File: src/rtl/serial_add_ctrl_pkg.sv
// serial_add_defs: shared state encoding and default width for serial_add_ctrl.
package serial_add_defs;
  localparam logic [1:0] ST_IDLE = 2'd0;
  localparam logic [1:0] ST_RUN  = 2'd1;
  localparam logic [1:0] ST_DONE = 2'd2;
  localparam int DEF_WIDTH = 8;
  typedef enum logic [1:0] {IDLE = ST_IDLE, RUN = ST_RUN, DONE = ST_DONE} state_e;
endpackage

File: src/rtl/serial_add_ctrl_fa_bit_cell.sv
// fa_bit_cell: combinational 1-bit full adder built from a 3-to-8 minterm decode.
module fa_bit_cell (
  input  logic a,
  input  logic b,
  input  logic ci,
  output logic s,
  output logic co
);
  logic [7:0] m;
  assign m  = 8'd1 << {a, b, ci};
  assign s  = m[1] | m[2] | m[4] | m[7];
  assign co = m[3] | m[5] | m[6] | m[7];
endmodule

File: src/rtl/serial_add_ctrl.sv
// serial_add_ctrl: bit-serial adder sequencing one full-adder cell over WIDTH cycles.
// Optional signed overflow output ovf enabled by defining SERIAL_ADD_OVF_EN.
module serial_add_ctrl
  import serial_add_defs::*;
#(
  parameter int WIDTH = DEF_WIDTH
) (
  input  logic             clk,
  input  logic             rst,
  input  logic             start,
  input  logic [WIDTH-1:0] a,
  input  logic [WIDTH-1:0] b,
  input  logic             cin,
  output logic             busy,
  output logic             done,
  output logic [WIDTH-1:0] sum,
  output logic             cout
`ifdef SERIAL_ADD_OVF_EN
  ,
  output logic             ovf
`endif
);
  localparam int CW = $clog2(WIDTH);
  state_e state_q, state_d;
  logic [WIDTH-1:0] a_q, a_d, b_q, b_d, s_q, s_d, sum_q, sum_d;
  logic [CW-1:0] cnt_q, cnt_d;
  logic carry_q, carry_d, busy_q, busy_d, done_q, done_d, cout_q, cout_d, ovf_q, ovf_d;
  logic cs, cc, last;
  fa_bit_cell u_cell (.a(a_q[0]), .b(b_q[0]), .ci(carry_q), .s(cs), .co(cc));
  assign last = cnt_q == CW'(WIDTH - 1);
  always_comb begin
    state_d = state_q;
    a_d     = a_q;
    b_d     = b_q;
    s_d     = s_q;
    carry_d = carry_q;
    cnt_d   = cnt_q;
    busy_d  = busy_q;
    done_d  = 1'b0;
    sum_d   = sum_q;
    cout_d  = cout_q;
    ovf_d   = ovf_q;
    case (state_q)
      IDLE: if (start) begin
        a_d     = a;
        b_d     = b;
        carry_d = cin;
        cnt_d   = '0;
        busy_d  = 1'b1;
        state_d = RUN;
      end
      RUN: begin
        a_d     = a_q >> 1;
        b_d     = b_q >> 1;
        s_d     = {cs, s_q[WIDTH-1:1]};
        carry_d = cc;
        cnt_d   = last ? cnt_q : cnt_q + 1'b1;
        // carry_q is the carry into the MSB while the last bit is processed
        if (last) begin
          state_d = DONE;
          done_d  = 1'b1;
          sum_d   = {cs, s_q[WIDTH-1:1]};
          cout_d  = cc;
          ovf_d   = carry_q ^ cc;
        end
      end
      default: begin
        busy_d  = 1'b0;
        state_d = IDLE;
      end
    endcase
  end
  always_ff @(posedge clk) begin
    if (rst) begin
      state_q <= IDLE;
      a_q     <= '0;
      b_q     <= '0;
      s_q     <= '0;
      carry_q <= 1'b0;
      cnt_q   <= '0;
      busy_q  <= 1'b0;
      done_q  <= 1'b0;
      sum_q   <= '0;
      cout_q  <= 1'b0;
      ovf_q   <= 1'b0;
    end else begin
      state_q <= state_d;
      a_q     <= a_d;
      b_q     <= b_d;
      s_q     <= s_d;
      carry_q <= carry_d;
      cnt_q   <= cnt_d;
      busy_q  <= busy_d;
      done_q  <= done_d;
      sum_q   <= sum_d;
      cout_q  <= cout_d;
      ovf_q   <= ovf_d;
    end
  end
  assign busy = busy_q;
  assign done = done_q;
  assign sum  = sum_q;
  assign cout = cout_q;
`ifdef SERIAL_ADD_OVF_EN
  assign ovf = ovf_q;
`else
  logic unused_ovf;
  assign unused_ovf = ovf_q;
`endif
endmodule

File: config.mk
export PLATFORM = sky130hd
export DESIGN_NAME = serial_add_ctrl
export DESIGN_NICKNAME = d
export VERILOG_FILES = /design/src/rtl/serial_add_ctrl_pkg.sv /design/src/rtl/serial_add_ctrl_fa_bit_cell.sv /design/src/rtl/serial_add_ctrl.sv
export SDC_FILE = /design/constraint.sdc
export NUM_CORES = 1
export LEC_CHECK = 0
export ABC_CLOCK_PERIOD_IN_PS = 1800
export CAP_MARGIN = 30
export CORE_MARGIN = 2
export CORE_UTILIZATION = 51
export CTS_BUF_LIST = sky130_fd_sc_hd__clkbuf_8 sky130_fd_sc_hd__clkbuf_16
export CTS_CLUSTER_DIAMETER = 80
export DETAILED_ROUTE_END_ITERATION = 12
export GPL_ROUTABILITY_DRIVEN = 0
export GPL_TIMING_DRIVEN = 0
export PLACE_DENSITY = 0.78
export SYNTH_ARGS = -nofsm -noshare
export SYNTH_HDL_FRONTEND = slang
export SYNTH_SLANG_ARGS = --single-unit
export TNS_END_PERCENT = 20
File: constraint.sdc
create_clock -name clk -period 1.8 [get_ports clk]
set_input_delay 0.54 -clock clk [delete_from_list [all_inputs] [get_ports clk]]
set_output_delay 0.54 -clock clk [all_outputs]
set_load 0.03 [all_outputs]
==> key figures, run 1 <==
Status
  – Status: completed

Route
  – Pre-Repair DR Iteration Count: 5
  – Vias per std cell: around 5.3
  – Routed wire length: 3.48 mm
  – Detail Route Antenna Nets: 0
  – Iter 0 DRT Violations: approximately 100
  – DRC Markers: 0
  – Total number of vias: 1,389
  – WL/cell: approximately 13 um

STA
  – Worst-Margin Slew: about 660 ps
  – Fin worst setup slack: approximately 230 ps
  – Hold Vio Cnt, Final: 0
  – Achievable Freq: 635 MHz
  – Minimum clock period: 1570 ps
  – Final Skew: just under 5 ps
  – Final Slew Violations: 0
  – RSZ-0062 raised after global routing: no
  – Setup Viol. Count Final: 0
  – Final period util: 87.5%
  – Slew HR: a little under three fifths

Logic synthesis
  – Synth Flop Type: dfxtp_1
  – Yosys top cell area share: approximately 46%
  – Synth Warn #: 0
  – Area leader, netlist: dfxtp_1
  – Post-synth top cells: 40 x dfxtp_1, 25 x nand2_1, 21 x nor2_1
  – Synth top area cells: dfxtp_1 46%, a211oi_2 10%, mux2i_1 8.6%
  – Seq/Total Area, Yosys: between 40% and 50%
  – Mapped Cells: between 150 and 200
  – Syn Nets: ~200
  – Area of the mapped netlist: about 0.0017 mm2
  – Netlist cell types: 28
  – Post-synth EDFFs: 0
  – Synth Area per Inst: approximately 9.7 um2
  – Synthesized flop and latch total: 40
  – Most frequent cell after synthesis: dfxtp_1
  – Asr flop ratio synth: 0%

Clock network
  – Total CTS buffers: 5
  – CTS Root Cell: clkbuf_8
  – Cts repair resizes: 11
  – CTS Buffer Depth: 2
  – # hold bufs at CTS: 0
  – Worst-Skew Late Latency: between 200 and 300 ps
  – CTS tree: yes
  – CTS Sinks: 40
  – Clk pin slew, worst setup/hold paths: roughly 80 ps
  – H-tree depth: 2
  – # Post-CTS Setup Buffers: 0

Critical path
  – Slowest CP cell: dlygate4sd2_1
  – CP max FO: 2
  – CP required: 1260 ps
  – Reg2Reg Capture Point: cnt_q[2]
  – Critical-path cell list: dlygate4sd2_1
  – CP top delay family: buffers and inverters
  – Setup CP Type: flip-flop to primary output
  – Worst endpoint data arrival time: just over 1000 ps
  – Bufs and invs on worst path: 1
  – Worst r2r path cells: 5
  – Setup crit end kind: primary output
  – Worst path max stage delay: ~400 ps
  – R2R setup slack: 330 ps
  – CP Launch Type: flip-flop
  – RR Startpoint: cnt_q[0]

Final layout
  – Antenna diodes: 0
  – Layout cells sized above 1: around 17%
  – Finished Layout Cells: between 200 and 300
  – Layout area overhead: 25.5%
  – Final instance area: roughly 0.0022 mm2
  – Final core occ: between 60 and 70%
  – Fillers: between 200 and 300
  – Final nets: between 200 and 250

Global route
  – Grt ovf: 0
  – First-pass GRT wire length: between 6 and 7 mm
  – Total GRT Usage: between 20% and 30%
  – Initial antenna violation count: 0
  – Largest net degree at the start of global routing: 14
  – Vias in the first global route: 1,436

Power
  – VDD IR max: about 0.00045 V
  – Static leakage: 0.864 nW
  – Cell Pwr Density: 877 mW/mm2

Floorplanning
  – Die X: roughly 63 um
  – Die ar.: 0.00391 mm2
  – Initial Util: a little over half
  – Site row count: 21
  – Core area: around 0.0033 mm2
  – Chip height: approximately 63 um
  – I/O pin count: 31

Placed design
  – Dpl cell area: between 0.002 and 0.0025 mm2
  – Dpl cells: ~260
  – Post-Place Setup Slack: -47.0 ps
  – DP Wirelength: roughly 2.6 mm
  – IO buf count: 29

Hold path
  – Min-Delay Endpoint: sum[2]
  – Hold depth: 2
  – Worst Hold Class: flip-flop to flip-flop
  – Worst hold start: sum[2]

Flow run
  – Max-cap violation count: 0
-- area by class of cell --
cell class	instances	area (um2)	share of cell area [%]
timing repair buffer	29	277	12.6
clock inverter	3	42.5	1.94
clock buffer	5	68.8	3.14
tap	46	57.6	2.63
inverter	2	7.51	0.342
sequential	40	801	36.5
buffer	14	111	5.08
multi-input combinational	124	827	37.7
-- worst max path at each step --
stage                     startpoint  depth (start not counted)     end  slack, ps
after floorplan             cnt_q[0]                          6  sum[0]        510
after global placement         start                          5  b_q[1]        -20
after detailed placement       start                          5  a_q[6]        -50
after CTS                       busy                          1    busy        210
after global routing          sum[1]                          1  sum[1]        170
final                           busy                          1    busy        230
-- layer usage --
layer | GRT usage, % | vias to the layer above | wire length (um)
li1 | - | 698 | -
met1 | 24.2 | 651 | 1510
met2 | 35.2 | 32 | 1750
met3 | 4.32 | 8 | 149
met4 | 9.17 | 0 | 65
met5 | 0 | - | 0
-- worst min-delay path, stage by stage, from the launching register on --
cell     delay (ps)
dfxtp_1         310
nand2_1          50
a21oi_1          50
-- power breakdown --
| group | switching (W) | internal [W] | leakage (nW) | total, W |
|---|---|---|---|---|
| Combinational | 0.000122 | 0.000126 | 0.482 | 0.000248 |
| Clock | 0.000313 | 0.000410 | 0.0541 | 0.000723 |
| Sequential | 0.0000254 | 0.000926 | 0.327 | 0.000951 |
| Total | 0.000461 | 0.00146 | 0.864 | 0.00192 |
-- sequential cells by signal, summed over array words and instances (netlist names) --
register	cells
a_q	8
b_q	8
sum	8
s_q	7
cnt_q	3
state_q	2
busy	1
carry_q	1
cout	1
done	1
-- cells by family after synthesis --
| kind of cell | share of synthesized area (%) |
|---|---|
| AOI/OAI and AO/OA | 19.6 |
| adders and majority gates | 2.58 |
| muxes | 8.60 |
| buffers and inverters | 6.80 |
| and+or+nand+nor | 16.5 |
| DFF | 45.8 |
-- through the flow --
step	total power, W	hold WS (ps)	setup TNS [ps]
after floorplan	0.00114	437	0
after global placement	0.00121	445	-194
after detailed placement	0.00122	447	-371
after CTS	0.00194	456	0
after global routing	0.00202	483	0
final	0.00192	451	0
-- cell usage in the layout (no fill, tap or decap) --
master and instances:
dfxtp_1 40, ha_1 2, nand2b_1 2, clkinvlp_4 1, nor2_1 21, buf_6 5
nand3b_1 1, and2b_4 1, buf_8 1, o22ai_1 1, buf_2 2, nand3_1 12
a21oi_1 17, clkdlybuf4s50_1 18, clkbuf_8 5, a211oi_2 14, dlygate4sd2_1 11, nor3b_2 1
nand2_1 25, o21ba_4 1, o21bai_2 1, buf_4 2, a31oi_1 3, buf_1 2
a22oi_1 2, clkbuf_1 2, a211oi_1 2, clkinv_2 1, inv_1 2, nor4b_1 1
mux2i_1 15, nor3_1 1, fa_1 1, bufinv_16 1
Note: power is estimated with default switching activity, not from simulation.
==> inputs of run 2 (changes only) <==
--- a/config.mk
+++ b/config.mk
@@ -11,6 +11,7 @@
 export CORE_UTILIZATION = 51
 export CTS_BUF_LIST = sky130_fd_sc_hd__clkbuf_8 sky130_fd_sc_hd__clkbuf_16
 export CTS_CLUSTER_DIAMETER = 80
+export CTS_CLUSTER_SIZE = 30
 export DETAILED_ROUTE_END_ITERATION = 12
 export GPL_ROUTABILITY_DRIVEN = 0
 export GPL_TIMING_DRIVEN = 0
==> results of run 2 <==
No change in the layout: final DEF, timing and power equal those of run 1.
==> inputs of run 3 (changes only) <==
--- a/config.mk
+++ b/config.mk
@@ -16,7 +16,9 @@
 export GPL_ROUTABILITY_DRIVEN = 0
 export GPL_TIMING_DRIVEN = 0
 export PLACE_DENSITY = 0.78
+export REMOVE_ABC_BUFFERS = 1
 export SYNTH_ARGS = -nofsm -noshare
 export SYNTH_HDL_FRONTEND = slang
+export SYNTH_HIERARCHICAL = 1
 export SYNTH_SLANG_ARGS = --single-unit
 export TNS_END_PERCENT = 20
==> run 3 against run 2 <==
Utilization grew 0.64 points. Combinational power decreased by 10%. First-iteration DRC count down 67%. Final area down 5.4%. Setup slack got worse by 70 ps. Register-to-register slack lost 170 ps. Count of clock-buffer cells in the layout did not move. Critical endpoint is now s_q[7]. Via count shrank 7.9%. Synthesized area fell by 3.7%. Critical path depth rose by 2.
==> key figures, run 3 <==
Final layout
  – Most frequent cells in the layout: 40 x dfxtp_1, 27 x nor2_1, 22 x mux2i_1
  – Layout area overhead: 23.4%
  – Area of the multi-input gates: 763 um2 (-7.7%)
  – Layout cells sized above 1: 7.00% (-9.6 points)
  – Register area: 801 um2 (unchanged)
  – Leading cell type in the layout, fill and taps excluded: dfxtp_1
  – Final nets: 222 (-7.1%)
  – Finished Layout Cells: 244 (-7.2%)
  – Fillers: 268 (-8.8%)
  – Antenna diodes: 0 (unchanged)

Logic synthesis
  – Most frequent cell after synthesis: dfxtp_1
  – Synth Area in Adders: 2.68% (+0.10 points)
  – Largest family of logic cells by synthesized area: simple AND/OR/NAND/NOR gates
  – Mapped Cells: 174 (-3.3%)
  – Synth Area per Inst: 9.66 um2 (-0.41%)
  – Synth Warn #: 6 (+6)
  – Post-Synth XOR/XNOR Area: 0% (unchanged)
  – Yosys top cell area share: 47.6% (+1.8 points)
  – Synth Flop Type: dfxtp_1
  – Area leader, netlist: dfxtp_1
  – Mux cell area share after synthesis: 13.1% (+4.5 points)
  – Netlist cell types: 25 (-11%)
  – Simple-Gate Fraction of Synth Area: 15.8% (-0.77 points)
  – Asr flop ratio synth: 0% (unchanged)
  – Area of the mapped netlist: 0.00168 mm2 (-3.7%)
  – Seq/Total Area, Yosys: 47.6% (+1.8 points)
  – Post-synth top cells: 40 x dfxtp_1, 27 x nor2_1, 22 x mux2i_1
  – Compound-Gate Fraction of Synth Area: 13.7% (-5.9 points)
  – Synthesized flop and latch total: 40 (unchanged)
  – Synth top area cells: dfxtp_1 48%, mux2i_1 13%, a211oi_1 6.7%
  – Post-synth EDFFs: 0 (unchanged)

Placed design
  – IO buf count: 30 (+3.4%)
  – DP Wirelength: 2.12 mm (-18%)
  – Dpl cells: 235 (-7.8%)

Floorplanning
  – I/O pin count: 31 (unchanged)
  – Die X: 61.4 um (-1.8%)
  – Initial Util: 54.2% (+1.4 points)
  – Chip height: 61.4 um (-1.8%)
  – Die ar.: 0.00377 mm2 (-3.5%)
  – Site row count: 20 (-4.8%)
  – Core area: 0.00310 mm2 (-6.3%)

Critical path
  – Setup CP Type: flip-flop to flip-flop
  – R2R setup slack: 160 ps (-170 ps)
  – Setup crit end kind: flip-flop
  – RR Startpoint: state_q[0]
  – Bufs and invs on worst path: 0 (-1)
  – Worst endpoint data arrival time: 1810 ps (+780 ps)
  – CP max FO: 16 (+14)
  – Slowest CP cell: dfxtp_1
  – Reg2Reg Capture Point: s_q[7]
  – Critical-path cell list: nor2b_4 > mux2i_1 > nor2_1
  – CP Launch Type: flip-flop
  – Worst r2r path cells: 3 (-2)
  – CP top delay family: flip-flops
  – Worst path max stage delay: 700 ps (+300 ps)
  – CP required: 1960 ps (+700 ps)

Power
  – VDD IR max: 0.000818 V (+83%)
  – Static leakage: 0.815 nW (-5.6%)
  – Cell Pwr Density: 935 mW/mm2 (+6.7%)

Route
  – Vias per std cell: 5.24 (-0.75%)
  – WL/cell: 12.3 um (-7.3%)
  – Routed wire length: 2.99 mm (-14%)
  – DRC Markers: 0 (unchanged)
  – Iter 0 DRT Violations: 34 (-67%)
  – Total number of vias: 1,279 (-7.9%)
  – Pre-Repair DR Iteration Count: 4 (-1)
  – Detail Route Antenna Nets: 0 (unchanged)

STA
  – Worst-Margin Slew: 660 ps (-4.36 ps)
  – Final period util: 91.3% (+3.9 points)
  – Minimum clock period: 1640 ps (+69.6 ps)
  – Hold Vio Cnt, Final: 0 (unchanged)
  – Final Skew: 7.32 ps (+2.38 ps)
  – Final Slew Violations: 0 (unchanged)
  – RSZ-0062 raised after global routing: no
  – Setup Viol. Count Final: 0 (unchanged)
  – Hold Worst Slack: 452 ps (+1.26 ps)
  – Achievable Freq: 608 MHz (-4.2%)
  – Slew HR: 55.9% (+0.15 points)

Global route
  – Met3 usage: 4.41% (+0.087 points)
  – Vias in the first global route: 1,184 (-18%)
  – Largest net degree at the start of global routing: 31 (+17)
  – Layer carrying the most global-route usage: met2
  – Grt ovf: 0 (unchanged)
  – Initial antenna violation count: 0 (unchanged)
  – GR Layer Usage met1: 21.4% (-2.8 points)
  – Met2 Usage GRT: 28.9% (-6.3 points)
  – Total GRT Usage: 17.7% (-2.6 points)
  – First-pass GRT wire length: 4.86 mm (-23%)

Status
  – Status: completed

Clock network
  – CTS Buffer Depth: 2 (unchanged)
  – CTS Root Cell: clkbuf_8
  – CTS Sinks: 40 (unchanged)
  – Worst-Skew Late Latency: 300 ps (about the same)
  – CTS tree: yes
  – Total CTS buffers: 5 (unchanged)
  – Clk pin slew, worst setup/hold paths: 90 ps (about the same)
  – H-tree depth: 2 (unchanged)

Hold path
  – Worst hold start: sum[0]
  – Min-Delay Endpoint: sum[0]
  – Worst Hold Class: flip-flop to flip-flop
  – Hold depth: 2 (unchanged)

Flow run
  – Max-cap violation count: 0 (unchanged)
## run 3: cell types whose count changed after synthesis, moves of 2 or more
cell / change
a21oi_1: -5
clkbuf_1: +2
a211oi_1: +13
buf_1: -2
nor2_1: +6
mux2i_1: +7
a211oi_2: -14
nand2b_1: -2
nand2_1: -13
## run 3: power breakdown
| part | switching (W) | leakage, nW | internal [W] |
|---|---|---|---|
| registers | 0.0000334 | 0.327 | 0.000929 |
| clock network | 0.000339 | 0.0548 | 0.000418 |
| logic | 0.000104 | 0.433 | 0.000118 |
| total | 0.000476 | 0.815 | 0.00146 |
## run 3: worst max path at each step
| stage | end | cells after the start | start | slack [ps] |
|---|---|---|---|---|
| floorplan | s_q[1] | 3 | state_q[0] | -20 |
| global placement | a_q[7] | 2 | rst | -370 |
| detailed placement | state_q[0] | 3 | rst | -120 |
| CTS | sum[5] | 5 | cnt_q[0] | 130 |
| global route | s_q[4] | 3 | state_q[0] | 20 |
| finish | s_q[7] | 3 | state_q[0] | 160 |
## run 3: logic make-up after synthesis
group,Yosys count
adder cells (fa/ha/maj),3
AO/OA/AOI/OAI,34
buffers and inverters,16
multiplexers,22
flip-flops,40
AND/OR/NAND/NOR,59
## run 3: area by class of cell
class	instances	share of cell area, %
clock buffers	5	3.32
clock inverters	3	2.23
inverters	1	0.181
multi-input cells	118	36.8
flip-flops and latches	40	38.6
well taps	44	2.65
repair buffers	33	16.2
## run 3: layer usage
metal | vias to the layer above | wire, um
li1 | 660 | -
met2 | 37 | 1420
met4 | 0 | 63
met3 | 7 | 147
met5 | - | 0
met1 | 575 | 1360
## run 3: timing repair
item,in CTS,in global routing
hold buffers,0,0
resized for setup,12,0
buffers inserted,0,1
cloned,0,0
endpoints found under the setup margin,20,5
## run 3: stage by stage
stage	setup slack, ps	utilization [%]	area [um2]	power (W)	TNS [ps]
5_1_grt	24.6	66.9	2070	0.00201	0
3_3_place_gp	-368	61.9	1920	0.00118	-14040
3_5_place_dp	-122	63.3	1960	0.00121	-2780
2_1_floorplan	-20.8	-	1570	0.00110	-146
6_report	156	66.9	2070	0.00194	0
4_1_cts	126	66.6	2070	0.00195	0
## run 3: worst reg2reg max path: stages, from the launching register on
cell     delay, ps
dfxtp_1        700
nor2b_4        510
mux2i_1        250
nor2_1          60
